**config.mk**
```make
export PLATFORM = sky130hd
export DESIGN_NAME = fetch_stage
export DESIGN_NICKNAME = d
export VERILOG_FILES = /design/src/rtl/fetch_stage.sv
export SDC_FILE = /design/constraint.sdc
export NUM_CORES = 1
export LEC_CHECK = 0
export CAP_MARGIN = 20
export CELL_PAD_IN_SITES_DETAIL_PLACEMENT = 0
export CELL_PAD_IN_SITES_GLOBAL_PLACEMENT = 1
export CORE_MARGIN = 3
export CORE_UTILIZATION = 36
export DETAILED_ROUTE_END_ITERATION = 8
export MAX_ROUTING_LAYER = met4
export PLACE_DENSITY_LB_ADDON = 0.1
export SLEW_MARGIN = 30
export SYNTH_ARGS = -nofsm -noshare
export SYNTH_HDL_FRONTEND = slang
export SYNTH_SLANG_ARGS = --single-unit
```
**constraint.sdc**
```tcl
create_clock -name i_clk -period 3.7 [get_ports i_clk]
set_input_delay 0.74 -clock i_clk [delete_from_list [all_inputs] [get_ports i_clk]]
set_output_delay 0.74 -clock i_clk [all_outputs]
set_load 0.02 [all_outputs]
```
**src/rtl/fetch_stage.sv**
```systemverilog
// Instruction fetch stage: credit-limited sequential fetch into an in-order queue,
// with redirect flush and stale-response discard. Optional macro: FETCH_BYPASS_EN.
module fetch_stage #(
  parameter logic [31:0] RESET_PC = 32'h0000_0000,
  parameter int          QDEPTH   = 2
) (
  input  logic        i_clk,
  input  logic        i_rst,
  input  logic        i_stall,
  input  logic        i_redirect,
  input  logic [31:0] i_redirect_pc,
  output logic        o_imem_req,
  output logic [31:0] o_imem_addr,
  input  logic        i_imem_gnt,
  input  logic        i_imem_rvalid,
  input  logic [31:0] i_imem_rdata,
  output logic        o_valid_F,
  output logic [31:0] o_pc_F,
  output logic [31:0] o_pc_four_F,
  output logic [31:0] o_instr_F
);
  localparam int CW = $clog2(QDEPTH + 1);
  localparam int PW = $clog2(QDEPTH);
  localparam logic [CW:0] QD = QDEPTH[CW:0];

  logic [31:0]              r_fetch_pc, r_deliver_pc;
  logic [QDEPTH-1:0][31:0]  r_q;
  logic [PW-1:0]            r_rd, r_wr;
  logic [CW-1:0]            r_count, r_inflight, r_discard;

  logic [31:0]   w_tgt, w_head;
  logic [CW:0]   w_used;
  logic          w_req, w_issue, w_resp, w_accept, w_byp;
  logic          w_valid, w_pop, w_pop_q, w_push;
  logic [CW-1:0] w_inflight_nxt, w_count_nxt;

  assign w_tgt    = i_redirect_pc & ~32'h3;
  assign w_head   = r_q[r_rd];
  assign w_used   = {1'b0, r_inflight} + {1'b0, r_count};
  assign w_req    = !i_rst && !i_redirect && (w_used < QD);
  assign w_issue  = w_req && i_imem_gnt;
  // A response with nothing outstanding is a protocol error and is ignored.
  assign w_resp   = i_imem_rvalid && (r_inflight != '0);
  assign w_accept = w_resp && (r_discard == '0) && !i_redirect;

`ifdef FETCH_BYPASS_EN
  assign w_byp = w_accept && (r_count == '0);
`else
  assign w_byp = 1'b0;
`endif

  assign w_valid = !i_redirect && ((r_count != '0) || w_byp);
  assign w_pop   = w_valid && !i_stall;
  assign w_pop_q = w_pop && (r_count != '0);
  // A bypassed response consumed this cycle never enters the queue.
  assign w_push  = w_accept && !(w_byp && !i_stall);

  assign w_inflight_nxt = r_inflight + CW'(w_issue) - CW'(w_resp);
  assign w_count_nxt    = r_count + CW'(w_push) - CW'(w_pop_q);

  always_ff @(posedge i_clk or posedge i_rst) begin
    if (i_rst) begin
      r_fetch_pc   <= RESET_PC;
      r_deliver_pc <= RESET_PC;
      r_rd         <= '0;
      r_wr         <= '0;
      r_count      <= '0;
      r_inflight   <= '0;
      r_discard    <= '0;
    end else if (i_redirect) begin
      // Everything still outstanding after this cycle belongs to the old path.
      r_fetch_pc   <= w_tgt;
      r_deliver_pc <= w_tgt;
      r_rd         <= '0;
      r_wr         <= '0;
      r_count      <= '0;
      r_inflight   <= w_inflight_nxt;
      r_discard    <= w_inflight_nxt;
    end else begin
      if (w_issue) r_fetch_pc   <= r_fetch_pc + 32'd4;
      if (w_pop)   r_deliver_pc <= r_deliver_pc + 32'd4;
      if (w_push)  r_wr         <= r_wr + 1'b1;
      if (w_pop_q) r_rd         <= r_rd + 1'b1;
      if (w_resp && (r_discard != '0)) r_discard <= r_discard - 1'b1;
      r_count    <= w_count_nxt;
      r_inflight <= w_inflight_nxt;
    end
  end

  always_ff @(posedge i_clk) begin
    if (w_push) r_q[r_wr] <= i_imem_rdata;
  end

  assign o_imem_req  = w_req;
  assign o_imem_addr = r_fetch_pc;
  assign o_valid_F   = w_valid;
  assign o_pc_F      = r_deliver_pc;
  assign o_pc_four_F = r_deliver_pc + 32'd4;
  assign o_instr_F   = !w_valid ? 32'h0 : (r_count != '0) ? w_head : i_imem_rdata;

  a_no_orphan_rvalid: assert property (@(posedge i_clk) disable iff (i_rst)
    i_imem_rvalid |-> (r_inflight != '0));
endmodule

```
# Yosys cells after proc, flatten, opt, wreduce, memory -nomap -nowiden

Cells that the tools add are included.

Output and inout port bits: 130
Flip-flop bits (word level): 136
Logic and storage cells: 64

Mux-type cells: 18
Magnitude comparators: 4
Reduce and logical (&&, ||, !) cells: 23
Add/subtract/negate cells: 10

Operators with widths:

| kind                    | count |
|---|---|
| $mux W32                | 9 |
| $add A32 B3 Y32 const B | 2 |
| $bwmux W64              | 1 |
| $demux W32 S1           | 1 |
| $reduce_bool A2 Y1      | 8 |
| $logic_and A1 B1 Y1     | 11 |
| $mux W2                 | 3 |
| $add A2 B1 Y2           | 2 |
| $lt A1 B2 Y1 const B    | 2 |
| $mux W1                 | 4 |
| $sub A2 B1 Y2           | 2 |
| $add A2 B2 Y3           | 1 |
| $logic_not A1 Y1        | 3 |
| $lt A3 B2 Y1 const B    | 1 |
| $add A1 B1 Y1 const B   | 2 |
| $logic_not A2 Y1        | 1 |
| $sub A2 B1 Y2 const B   | 1 |
| $ge A1 B1 Y1 const B    | 1 |

# Depth between registers and ports, before layout

Gate-level depths: netlist of run 1.

Depth after elaboration: 7
Gate-level depth with buffers: 13
Mapped depth without buffers: 12

# Least setup slack after synthesis of run 1

No wires, ideal clock.

Path kind: in2reg
Start: input i_redirect
End: register r_q[0] (netlist name), enable pin
Slack: 422 ps
Arrival time: 2856 ps
Stages: 5
Cell sequence: buf_2 > inv_2 > buf_1 > nand3_1 > nor2_1

Longest elaborated chain between the ends: 2

RTL lines:

| item                            | RTL line | RTL |
|---|---|---|
| from (decl)                     | 10       | `input logic i_redirect,` |
| $logic_not A1 Y1                | 44       | `assign w_accept = w_resp && (r_discard == '0) && !i_redirect;` |
| $logic_and A1 B1 Y1             | 44       |  |
| to (signal, indexed assignment) | 91       | `if (w_push) r_q[r_wr] <= i_imem_rdata;` |
| to (decl)                       | 27       | `logic [QDEPTH-1:0][31:0] r_q;` |

No other way between the ends.
A chain may end at the register's enable or synchronous reset.

# Final worst setup path of run 1

Start: register r_deliver_pc[10], in the netlist o_pc_F[10]
End: output o_pc_four_F[26]

Longest elaborated chain between the ends: 1

RTL lines:

| item                   | RTL line | RTL |
|---|---|---|
| from (decl)            | 26       | `logic [31:0] r_fetch_pc, r_deliver_pc;` |
| from (signal assigned) | 73       | `r_deliver_pc <= w_tgt;` |
| from (signal assigned) | 81       | `if (w_pop) r_deliver_pc <= r_deliver_pc + 32'd4;` |
| $add A32 B3 Y32        | 98       | `assign o_pc_four_F = r_deliver_pc + 32'd4;` |
| to (decl)              | 19       | `output logic [31:0] o_pc_four_F,` |

No other way between the ends.

==> reports/metrics.cfg, run 1 <==
[grt]
grt_pass1_vias=5511
grt_start_max_net_pins=47
overflow=0
grt_first_pass_wirelength_mm=31.1
antenna_found_initial=0
grt_usage_pct=20.4

[detailed_routing]
drt-initial-drc-count=301
drc_errors=0
vias=5543
dr.pass1.iters=5
wl_per_cell_um=18.7
ant_nets=0
drt-total-wl_mm=19.9
vias_per_cell=5.21

[timing]
slew_headroom_pct=49.3
clock_skew_ns=0.00937
fin_crit_sh_pct=96.9
grt_setup_unrepaired=false
fin_crit_ns=3.59
finalSetupTns_ns=0
maxSlewViolCount=0
final_hold_viol_count=0
setup_violations=0
tightestPinTransition_ns=0.758
max_freq_mhz=279

[synth]
syn_avg_cell_area_um2=10.7
ys.flop_type=dfrtp_1
netlist_area_um2=6710
synth_warnings=0
synth-edff-count=64
synth_cell_types=54
synth-seq-cells=132
synth-seq-area-share_pct=54.0
synth_cells=626
async_reset_ff_share_pct=51.5

[floorplanning]
die_area_um2=20300
boundaryPins=200
core_area_um2=18100
row_count=49
initial_core_util_pct=37.0
die_y_um=143
die_width_um=143

[cells_and_area]
nets=899
diodes=0
finish.utilization_pct=52.3
mostFrequentLayoutCell=clkdlybuf4s50_1
fill_cells=1650
drive_above_1_share_pct=8.63
final_cell_mix=clkdlybuf4s50_1 (190), nor2_1 (70), dfrtp_1 (66)
multi_input_area_um2=2900
synthToLayoutAreaGrowth_pct=41.4
seq_area_um2=3630

[clocking]
cts_root_buf=clkbuf_16
cts_tree=yes
postCtsSetupBuffers=0
cts.path.max_buffers=2
cts.clk_slew.worst_paths_ns=0.06
ctsHoldBuffers=0
ctsResizeCount=0
cts_sinks=132
cts_max_level=4
clock_latency_ns=0.42
cts_made_buffers=17

[placed_design]
place.gp.congestion=0.845
portBuffers=191
hpwl_mm=14.5

[worst_setup_path]
crit_fanout=7
cpPeakStageDelay_ns=0.66
cp_cell_sequence=nand4_1, nor4b_2, nand4_1, xnor2_1, clkdlybuf4s50_1
worstSetupStartpointType=flip-flop
cpMaxStageDelayCell=clkdlybuf4s50_1
crit_type=reg2out
cp_data_arrival_time_ns=2.85
cp-end-kind=output port
cp.required_ns=2.96
cpMostUsedCell=nand4_1

[power]
cellLeakagePower_nw=3.46
powerDensity_nw_per_um2=495
vdd_drop_max_mv=0.329

[outcome]
outcome=finished clean

[worst_hold_path]
hold_class=reg2reg

[job]
drv_cap=0

==> through the flow <==
| stage | instances | power [mW] | setup slack, ns | area [um2] | hold slack [ns] |
|---|---|---|---|---|---|
| CTS | 1063 | 4.75 | 0.0622 | 9480 | 0.572 |
| global route | 1063 | 4.94 | 0.00389 | 9490 | 0.620 |
| detailed placement | 1031 | 3.12 | 0.469 | 8920 | 0.560 |
| global placement | 1031 | 3.10 | 0.471 | 8920 | 0.545 |
| finish | 1063 | 4.69 | 0.113 | 9490 | 0.572 |
| floorplan | 631 | 2.55 | 0.422 | 6730 | 0.515 |
==> report_power, final <==
group,switching (mW),internal (mW),leakage (nW)
combinational,0.617,0.564,1.80
sequential,0.199,1.70,1.39
clock,0.723,0.889,0.267
==> path summary, 6_finish.rpt <==
path	from	endpoint	slack [ns]	depth (start not counted)
max	o_pc_F[10]$_DFFE_PP0N_	o_pc_four_F[26]	0.11	5
min	r_inflight[0]$_DFF_PP0_	r_inflight[0]$_DFF_PP0_	0.57	1
max reg2reg	r_count[0]$_DFF_PP0_	o_imem_addr[30]$_DFFE_PP0P_	0.76	7
min reg2reg	r_inflight[0]$_DFF_PP0_	r_inflight[0]$_DFF_PP0_	0.57	1
max in group asynchronous	i_rst	o_pc_F[15]$_DFFE_PP0N_	2.24	3
min in group asynchronous	i_rst	r_inflight[1]$_DFF_PP0_	0.79	2
==> worst max-delay path: cells and delay by family (launching register included) <==
kind                   cells  cell delay [ns]
AND/OR/NAND/NOR            3             1.02
buffers and inverters      1             0.66
flip-flops                 1             0.49
XOR/XNOR                   1             0.26
==> per-layer routing <==
metal | GRT usage [%] | up-vias | part of all wire, %
met5 | - | - | 0
met4 | 6.10 | 0 | 1.5
met3 | 4.60 | 21 | 4.9
met2 | 31.1 | 168 | 48
met1 | 27.3 | 2710 | 46
li1 | - | 2644 | -
==> cells in the mapped netlist (2+ instances only) <==
cell type / instances / area share [%]
a21oi_1: 10 / 0.75
nand2b_1: 3 / 0.28
dfrtp_1: 68 / 25
and3_1: 10 / 0.93
nand3_1: 32 / 2.4
o211ai_1: 5 / 0.56
and2_1: 6 / 0.56
xnor2_1: 40 / 5.2
xor2_1: 28 / 3.7
nand2_1: 55 / 3.1
nor3_1: 6 / 0.45
or4_1: 4 / 0.45
o311ai_0: 7 / 0.91
o21ai_0: 37 / 2.8
inv_1: 15 / 0.84
ha_1: 7 / 1.3
buf_4: 6 / 0.67
nor4b_1: 2 / 0.26
nand4_1: 25 / 2.3
nor2b_1: 2 / 0.19
nor2_1: 72 / 4.0
nor4_1: 3 / 0.28
a31oi_1: 8 / 0.75
a21boi_0: 3 / 0.34
and4_1: 10 / 1.3
or3_1: 4 / 0.37
mux2i_1: 32 / 4.8
edfxtp_1: 64 / 29
mux2_2: 8 / 1.3
clkbuf_1: 27 / 1.5
nor4_4: 2 / 0.63
buf_1: 3 / 0.17
==> registers in the layout (all words and copies together) (netlist names) <==
register,flops
r_wr,1
r_rd,1
r_discard,2
r_inflight,2
r_q,64
r_count,2
o_pc_F,30
o_imem_addr,30
==> cells by family after synthesis <==
| family | Yosys count | synth area share (%) |
|---|---|---|
| compound gates | 79 | 7.16 |
| xor+xnor | 68 | 8.88 |
| fa+ha+maj | 8 | 1.60 |
| buf+inv | 54 | 3.38 |
| flops | 132 | 54.0 |
| mux | 40 | 6.12 |
| other cells | 1 | 0.0559 |
| simple gates | 244 | 18.8 |
==> area by class of cell <==
type,instances,share of cell area (%)
multi-input combinational,445,30.5
tap,229,3.02
clock inverter,14,1.41
inverter,17,0.673
sequential,132,38.3
clock buffer,18,4.52
timing repair buffer,208,21.6
Note: power is estimated with default switching activity, not from simulation.
==> inputs of run 2 (changes only) <==
--- a/config.mk
+++ b/config.mk
@@ -11,6 +11,7 @@
 export CORE_MARGIN = 3
 export CORE_UTILIZATION = 36
 export DETAILED_ROUTE_END_ITERATION = 8
+export GPL_ROUTABILITY_DRIVEN = 1
 export MAX_ROUTING_LAYER = met4
 export PLACE_DENSITY_LB_ADDON = 0.1
 export SLEW_MARGIN = 30
==> results of run 2 <==
The final DEF is identical to that of run 1; final timing and power are the same.
